File: src/rtl/lsu_pkg.sv
// Shared types, funct3 codes and decode helpers for the load/store alignment unit.
package lsu_pkg;

  localparam int unsigned F3_WIDTH = 3;
  localparam int unsigned BE_WIDTH = 4;

  localparam logic [F3_WIDTH-1:0] F3_B  = 3'b000;
  localparam logic [F3_WIDTH-1:0] F3_H  = 3'b001;
  localparam logic [F3_WIDTH-1:0] F3_W  = 3'b010;
  localparam logic [F3_WIDTH-1:0] F3_BU = 3'b100;
  localparam logic [F3_WIDTH-1:0] F3_HU = 3'b101;

  typedef enum logic [1:0] {IDLE, ACCESS, WAIT, RESP} lsu_state_t;

  // Request fields kept after accept; only the byte offset is needed downstream.
  typedef struct packed {
    logic                we;
    logic [F3_WIDTH-1:0] funct3;
    logic [1:0]          addr_lsb;
  } lsu_req_t;

  function automatic logic [BE_WIDTH-1:0] byte_enable(input logic [F3_WIDTH-1:0] funct3,
                                                      input logic [1:0] addr_lsb);
    logic [BE_WIDTH-1:0] be;
    case (funct3)
      F3_B, F3_BU: be = 4'b0001 << addr_lsb;
      F3_H, F3_HU: be = addr_lsb[1] ? 4'b1100 : 4'b0011;
      default:     be = 4'b1111;
    endcase
    return be;
  endfunction

  function automatic logic is_legal(input logic we, input logic [F3_WIDTH-1:0] funct3);
    logic ok;
    case (funct3)
      F3_B, F3_H, F3_W: ok = 1'b1;
      F3_BU, F3_HU:     ok = !we;
      default:          ok = 1'b0;
    endcase
    return ok;
  endfunction

  function automatic logic is_misaligned(input logic [F3_WIDTH-1:0] funct3,
                                         input logic [1:0] addr_lsb);
    logic mis;
    case (funct3)
      F3_H, F3_HU: mis = addr_lsb[0];
      F3_W:        mis = |addr_lsb;
      default:     mis = 1'b0;
    endcase
    return mis;
  endfunction

endpackage

File: src/rtl/lsu_load_format.sv
// Selects the addressed lane of a returned memory word and sign/zero extends it.
module lsu_load_format
  import lsu_pkg::*;
#(
  parameter int unsigned DATA_W = 32
) (
  input  logic [F3_WIDTH-1:0] funct3,
  input  logic [1:0]          addr_lsb,
  input  logic [DATA_W-1:0]   mem_rdata,
  output logic [DATA_W-1:0]   rdata_c
);

  logic [DATA_W-1:0] lane_c;

  always_comb begin
    lane_c  = mem_rdata >> {addr_lsb, 3'b000};
    rdata_c = lane_c;
    case (funct3)
      F3_B:    rdata_c = {{(DATA_W-8){lane_c[7]}}, lane_c[7:0]};
      F3_H:    rdata_c = {{(DATA_W-16){lane_c[15]}}, lane_c[15:0]};
      F3_BU:   rdata_c = {{(DATA_W-8){1'b0}}, lane_c[7:0]};
      F3_HU:   rdata_c = {{(DATA_W-16){1'b0}}, lane_c[15:0]};
      default: rdata_c = lane_c;
    endcase
  end

endmodule

File: src/rtl/lsu_align_unit.sv
// RV32 load/store alignment stage: one request per handshake, word-aligned memory
// access with byte enables, formatted load response, fault flags without memory access.
module lsu_align_unit
  import lsu_pkg::*;
#(
  parameter int unsigned DM_ADDRESS = 9,
  parameter int unsigned DATA_W     = 32
) (
  input  logic                  clk,
  input  logic                  rst_n,
  input  logic                  req_valid,
  output logic                  req_ready,
  input  logic                  req_we,
  input  logic [F3_WIDTH-1:0]   req_funct3,
  input  logic [DM_ADDRESS-1:0] req_addr,
  input  logic [DATA_W-1:0]     req_wdata,
  output logic [DM_ADDRESS-1:0] mem_addr,
  output logic                  mem_re,
  output logic                  mem_we,
  output logic [BE_WIDTH-1:0]   mem_be,
  output logic [DATA_W-1:0]     mem_wdata,
  input  logic [DATA_W-1:0]     mem_rdata,
  output logic                  rsp_valid,
  output logic [DATA_W-1:0]     rsp_rdata,
  output logic                  rsp_misaligned,
  output logic                  rsp_illegal
);

  lsu_state_t state, state_d;
  lsu_req_t   req_q;

  logic                  accept_c;
  logic                  illegal_c;
  logic                  misaligned_c;
  logic [DATA_W-1:0]     fmt_rdata_c;
  logic [DATA_W-1:0]     store_data_c;
  logic [DM_ADDRESS-1:0] mem_addr_d;
  logic                  mem_re_d;
  logic                  mem_we_d;
  logic [BE_WIDTH-1:0]   mem_be_d;
  logic [DATA_W-1:0]     mem_wdata_d;
  logic                  rsp_valid_d;
  logic [DATA_W-1:0]     rsp_rdata_d;
  logic                  rsp_misaligned_d;
  logic                  rsp_illegal_d;

  assign req_ready = (state == IDLE);

  lsu_load_format #(.DATA_W(DATA_W)) u_load_format (
    .funct3    (req_q.funct3),
    .addr_lsb  (req_q.addr_lsb),
    .mem_rdata (mem_rdata),
    .rdata_c   (fmt_rdata_c)
  );

  // Illegal funct3 takes priority over misalignment.
  always_comb begin
    illegal_c    = !is_legal(req_we, req_funct3);
    misaligned_c = !illegal_c && is_misaligned(req_funct3, req_addr[1:0]);
    case (req_funct3)
      F3_B:    store_data_c = {4{req_wdata[7:0]}};
      F3_H:    store_data_c = {2{req_wdata[15:0]}};
      default: store_data_c = req_wdata;
    endcase
  end

  // Next state and next registered outputs; strobes and bus fields default to zero.
  always_comb begin
    state_d          = state;
    accept_c         = 1'b0;
    mem_addr_d       = '0;
    mem_re_d         = 1'b0;
    mem_we_d         = 1'b0;
    mem_be_d         = '0;
    mem_wdata_d      = '0;
    rsp_valid_d      = 1'b0;
    rsp_rdata_d      = '0;
    rsp_misaligned_d = 1'b0;
    rsp_illegal_d    = 1'b0;
    case (state)
      IDLE: begin
        if (req_valid) begin
          accept_c = 1'b1;
          if (illegal_c || misaligned_c) begin
            rsp_valid_d      = 1'b1;
            rsp_illegal_d    = illegal_c;
            rsp_misaligned_d = misaligned_c;
            state_d          = RESP;
          end else begin
            mem_addr_d  = {req_addr[DM_ADDRESS-1:2], 2'b00};
            mem_we_d    = req_we;
            mem_re_d    = !req_we;
            mem_be_d    = byte_enable(req_funct3, req_addr[1:0]);
            mem_wdata_d = req_we ? store_data_c : '0;
            state_d     = ACCESS;
          end
        end
      end
      ACCESS: begin
        if (req_q.we) begin
          rsp_valid_d = 1'b1;
          state_d     = RESP;
        end else begin
          state_d = WAIT;
        end
      end
      WAIT: begin
        rsp_valid_d = 1'b1;
        rsp_rdata_d = fmt_rdata_c;
        state_d     = RESP;
      end
      RESP: begin
        state_d = IDLE;
      end
      default: begin
        state_d = IDLE;
      end
    endcase
  end

  always_ff @(posedge clk or negedge rst_n) begin
    if (!rst_n) begin
      state          <= IDLE;
      req_q          <= '0;
      mem_addr       <= '0;
      mem_re         <= 1'b0;
      mem_we         <= 1'b0;
      mem_be         <= '0;
      mem_wdata      <= '0;
      rsp_valid      <= 1'b0;
      rsp_rdata      <= '0;
      rsp_misaligned <= 1'b0;
      rsp_illegal    <= 1'b0;
    end else begin
      state          <= state_d;
      mem_addr       <= mem_addr_d;
      mem_re         <= mem_re_d;
      mem_we         <= mem_we_d;
      mem_be         <= mem_be_d;
      mem_wdata      <= mem_wdata_d;
      rsp_valid      <= rsp_valid_d;
      rsp_rdata      <= rsp_rdata_d;
      rsp_misaligned <= rsp_misaligned_d;
      rsp_illegal    <= rsp_illegal_d;
      if (accept_c) begin
        req_q <= '{we: req_we, funct3: req_funct3, addr_lsb: req_addr[1:0]};
      end
    end
  end

endmodule

File: config.mk
export PLATFORM = sky130hd
export DESIGN_NAME = lsu_align_unit
export DESIGN_NICKNAME = d
export VERILOG_FILES = /design/src/rtl/lsu_pkg.sv /design/src/rtl/lsu_load_format.sv /design/src/rtl/lsu_align_unit.sv
export SDC_FILE = /design/constraint.sdc
export NUM_CORES = 1
export LEC_CHECK = 0
export ABC_AREA = 0
export BUFFER_PORTS_ARGS = -buffer_cell sky130_fd_sc_hd__buf_2
export CAP_MARGIN = 10
export CORE_MARGIN = 5
export CORE_UTILIZATION = 51
export CTS_BUF_LIST = sky130_fd_sc_hd__clkbuf_4 sky130_fd_sc_hd__clkbuf_8 sky130_fd_sc_hd__clkbuf_16
export CTS_CLUSTER_DIAMETER = 30
export CTS_CLUSTER_SIZE = 12
export DETAILED_ROUTE_END_ITERATION = 12
export GPL_TIMING_DRIVEN = 0
export PLACE_DENSITY = 0.88
export SLEW_MARGIN = 25
export SYNTH_ARGS = -nofsm -noshare
export SYNTH_HDL_FRONTEND = slang
export SYNTH_SLANG_ARGS = --single-unit
File: constraint.sdc
create_clock -name clk -period 4.62 [get_ports clk]
set_clock_uncertainty 0.15 [all_clocks]
set_input_delay 0.231 -clock clk [delete_from_list [all_inputs] [get_ports clk]]
set_output_delay 0.231 -clock clk [all_outputs]
set_load 0.1 [all_outputs]
Yosys cells after proc, flatten, opt, wreduce, memory -nomap -nowiden:

Cells that the tools add are included.

* bits in registers: 90
* input port bits: 80
* logic and storage cells: 77

* eq/ne operators: 11
* shift operators: 2
* multiplexer cells: 39
* reduce and logical (&&, ||, !) cells: 12

Operators with widths (count)
* 32-bit 2-to-1 mux: 5
* 32-bit case mux with 4 select lines: 1
* 32-bit case mux with 2 select lines: 1
* 32-bit by 5-bit right shift with 32-bit output: 1
* 9-bit 2-to-1 mux: 3
* 1-bit 2-to-1 mux: 18
* 4-bit 2-to-1 mux: 4
* 3-bit == test, second input constant: 4
* 2-bit case mux with 4 select lines: 1
* 4-bit case mux with 2 select lines: 1
* 2-bit OR reduction: 4
* 3-bit by 1-bit == test with 1-bit output, second input constant: 2
* 3-bit logical NOT: 2
* 2-bit == test, second input constant: 2
* 2-bit 2-to-1 mux: 2
* 1-bit case mux with 2 select lines: 2
* 1-bit by 2-bit left shift with 4-bit output, first input constant: 1
* 3-bit by 2-bit == test with 1-bit output, second input constant: 1
* 1-bit case mux with 3 select lines: 1
* 3-bit OR reduction: 1
* 2-bit by 1-bit == test with 1-bit output, second input constant: 1
* 1-bit logical NOT: 2
* 2-bit logical NOT: 1
* 2-bit inequality test, second input constant: 1
* 2 further kinds: 2

Logic depth before layout (Yosys ltp):

* depth after elaboration: 8
* depth in mapped cells: 7

Hierarchy:

A second synthesis with hierarchy kept.

* cells, all modules: 383
* area total of the unflattened synthesis: 4157.7 sq um

Modules (own cells, without submodules)
* lsu_align_unit: instances 1, cells each 276, area each 3463.3 sq um, sequential area each 2202.1 sq um
* lsu_load_format: instances 1, cells each 107, area each 694.4 sq um, sequential area each 0.0 sq um

Worst setup path after synthesis:

No wires, ideal clock.

* path type: reg2reg
* from: register state[0]
* to: register mem_wdata[27]
* library setup time: 0.094 ns
* data arrival time: 2.202 ns
* slack: 2.174 ns
* cell stages (with the launch flop): 8
* clock period less this slack: 2.446 ns
* cells stage by stage: dfrtp_1 -> inv_1 -> ha_1 -> nand3_1 -> or2_1 -> buf_2 -> buf_6 -> a211oi_1

* cells in the longest elaborated chain, start to end: 2

Ends and longest elaborated chain
* start: declaration: line lsu_align_unit.sv:29 `lsu_state_t state, state_d;`
* start signal: assignment: line lsu_align_unit.sv:135 `state <= state_d;`
* 2-bit logical NOT
* net req_ready: line lsu_align_unit.sv:12 `output logic req_ready,`
* 32-bit 2-to-1 mux: line lsu_align_unit.sv:80 `case (state)`
* net mem_wdata_d[27]: line lsu_align_unit.sv:41 `logic [DATA_W-1:0] mem_wdata_d;`
* end signal: assignment: line lsu_align_unit.sv:140 `mem_wdata <= mem_wdata_d;`
* end: declaration: line lsu_align_unit.sv:21 `output logic [DATA_W-1:0] mem_wdata,`

The timed path passes the listed nets, and every way through them passes these cells.
A chain may end at the register's enable or synchronous reset.

Worst setup path in the final report:

* from: input port req_we
* to: register mem_wdata[20]

* cells in the longest elaborated chain, start to end: 7
* elaborated cells between the ends (all ways): 9
* those cells by class: mux (5); reduce/logical (4)

Ends and longest elaborated chain
* start: declaration: line lsu_align_unit.sv:13 `input logic req_we,`
* 1-bit logical NOT: line lsu_pkg.sv:37 `F3_BU, F3_HU: ok = !we;`
* 1-bit case mux with 2 select lines: line lsu_pkg.sv:35 `case (funct3)`
* 1-bit logical NOT / 1-bit logical AND (equally long branches): line lsu_align_unit.sv:58, lsu_align_unit.sv:59
* 1-bit logical OR: line lsu_align_unit.sv:84 `if (illegal_c || misaligned_c) begin`
* 32-bit 2-to-1 mux (*): line lsu_align_unit.sv:84
* 32-bit 2-to-1 mux (*): line lsu_align_unit.sv:82 `if (req_valid) begin`
* 32-bit 2-to-1 mux (*): line lsu_align_unit.sv:80
* net mem_wdata_d[20]: line lsu_align_unit.sv:41

The timed path passes the listed nets; every way through them passes the cells marked *.

==> reports/results.ini <==
[worst_setup_path]
cp_max_fo=10
critPathArrivalTime_ns=2.75
required_ns=4.76
startpoint_type=input port
critPathCaptureType=flop
path_class=in2reg

[logic_synthesis]
synth_edf_count=0
synth_adder_area_share_pct=1.31
synth_common_cells=dfrtp_1, nand2_1, mux2i_1, nor2_1, a21oi_1
yosysMostFrequentCell=dfrtp_1
synthArstFlopShare_pct=100
ys_ff_latch=88
synth_top_area_cell=dfrtp_1
synthCells=344
ys_warn_count=0
synth-xor-area-share_pct=0
synthMuxAreaShare_pct=12.5
synth.top_cells.by_area=dfrtp_1, mux2i_1, nand2_1
synth_top_area_share_pct=57.8
synth_top_family_by_area=simple AND/OR/NAND/NOR gates
syn_avg_cell_area_um2=11.1
synth_compound_area_share_pct=10.2
synthFlopType=dfrtp_1
yosysSeqAreaShare_pct=57.8
synthSimpleGateAreaFrac_pct=14.4
synthDistinctLibCells=35
netlist_area_mm2=0.00381

[detailed_routing]
dr.first_iter.drc_count=149
vias=3657
drt_wl_total_mm=12.9
viasPerCell=5.48
antenna_left=0
first_pass_iters=6
drc=0
wl_per_cell_um=19.4

[grt]
first_global_vias=3820
antenna_found_initial=0
overflow=0
grt_pass1_wl_mm=19.7
track_usage_pct=28.4
grt_start_max_net_pins=49

[sta]
slew_violations=0
maxSlewHeadroom_pct=35.5
tightest_slew_ns=0.962
finalCriticalPeriod_ns=2.61
period_share_pct=56.4
fmax_mhz=384
hold_viol_final=0
rsz0062_at_grt=false
setup_viol=0
tns_ns=0

[die]
core_mm2=0.00725
initial_core_util_pct=52.5
die_y_um=96.4
dieArea_mm2=0.00929
ioPinCount=163
die_w_um=96.4
row_count=31

[layout]
areaGrowthSynthToFinish_pct=42.9
fin_nets=647
drive_gt1_share_pct=35.9
fillers=475
num_antenna_cells=0

[placement]
dp_hpwl_mm=8.07
port_buffers=159
gp_congestion=0.918

[power]
power_density_mw_per_mm2=634
peakVddDrop_mv=0.247
total_power_mw=3.45
p_leak_nw=3.08

[clock_tree]
cts_root_buffer=clkbuf_8
cts_buffers=9
clk_pin_slew_ns=0.10
cts_setup_buffers=0
cts-resized-gates=0
cts_tree=built
hold_buffers=46
clock_sinks=88
clock_path_buffers=2
htree_levels=3
clkLatencyLatePin_ns=0.36

[hold_path]
hp-class=in2reg

[status]
status=complete, no violations

[run]
drv_cap=0

[per-layer routing]
layer | routed length [um] | global-route usage, % | share of wire, %
met3 | 1500 | 8.99 | 12
met1 | 4600 | 33.2 | 36
met4 | 490 | 13.3 | 3.8
met5 | 0 | 0 | 0
met2 | 6340 | 47.7 | 49
[path summary, 6_finish.rpt]
kind / from / end / slack [ns] / cells past startpoint
worst max register to register: state[1] / mem_wdata[20] / 2.13 / 8
worst min register to register: req_q[5] / req_q[5] / 0.36 / 2
worst max-delay path: req_we / mem_wdata[20] / 2.01 / 9
max in group asynchronous: rst_n / rsp_rdata[1] / 3.46 / 3
worst min-delay path: req_wdata[30] / mem_wdata[30] / 0.02 / 3
min in group asynchronous: rst_n / req_q[5] / 0.25 / 2
[stage by stage]
step                instance area [um^2]  hold WS [ns]  util (%)  setup WS [ns]  std cells
floorplan                           3810        -0.215         -           2.17        345
global placement                    4730         0.282      65.2           2.50        603
detailed placement                  4760        0.0993      65.6           2.48        604
CTS                                 5430       0.00147      74.9           2.11        666
global route                        5440        0.0114      75.0           1.96        667
finish                              5440        0.0184      75.0           2.01        667
[kinds of logic (layout without fill, tap and decap cells)]
kind of cell | count (synthesis) | count (layout)
AO/OA/AOI/OAI | 61 | 61
buffers and inverters | 26 | 249
other | 1 | 2
flip-flops | 88 | 88
AND/OR/NAND/NOR | 119 | 119
adder cells (fa/ha/maj) | 4 | 4
multiplexers | 45 | 45
[layout make-up]
class	instances	area [um^2]	share of cell area, %
multi-input combinational	231	1470	27.0
timing repair buffer	207	1300	23.8
sequential	88	2200	40.5
tap	99	124	2.28
buffer	22	124	2.28
clock buffer	10	138	2.53
clock inverter	6	72.6	1.33
inverter	4	15.0	0.276
[power breakdown]
group	internal, mW	switching, mW	leakage (nW)
Clock	0.272	0.299	0.104
Sequential	0.932	0.0652	1.19
Combinational	0.406	1.48	1.79
[critical path: stages]
cell           delay, ns
dlygate4sd3_1       0.54
buf_2               0.13
a21oi_1             0.30
a22oi_2             0.17
or2_1               0.26
buf_2               0.18
buf_6               0.16
a21oi_1             0.18
dlygate4sd3_1       0.60
[sequential cells by signal, summed over array words and instances, names as in the netlist, 2 cells and up]
name / flops
mem_wdata: 32
state: 2
mem_addr: 7
rsp_rdata: 32
mem_be: 4
req_q: 6
[placed cells by master, fill, tap and decap left out, types with 2 or more instances in the layout]
cell / n
a211oi_1: 8
a21oi_1: 22
and2_1: 16
and3_1: 7
buf_1: 2
buf_2: 164
buf_4: 6
buf_6: 2
clkbuf_1: 7
clkbuf_8: 10
conb_1: 2
dfrtp_1: 88
dlygate4sd3_1: 47
ha_1: 4
inv_1: 4
inv_6: 3
mux2_2: 11
mux2i_1: 33
nand2_1: 46
nand2b_1: 2
nand3_1: 2
nor2_1: 32
nor3_1: 7
o211a_1: 7
o21a_1: 3
o21ai_0: 17
(Power assumes the default switching activity.)
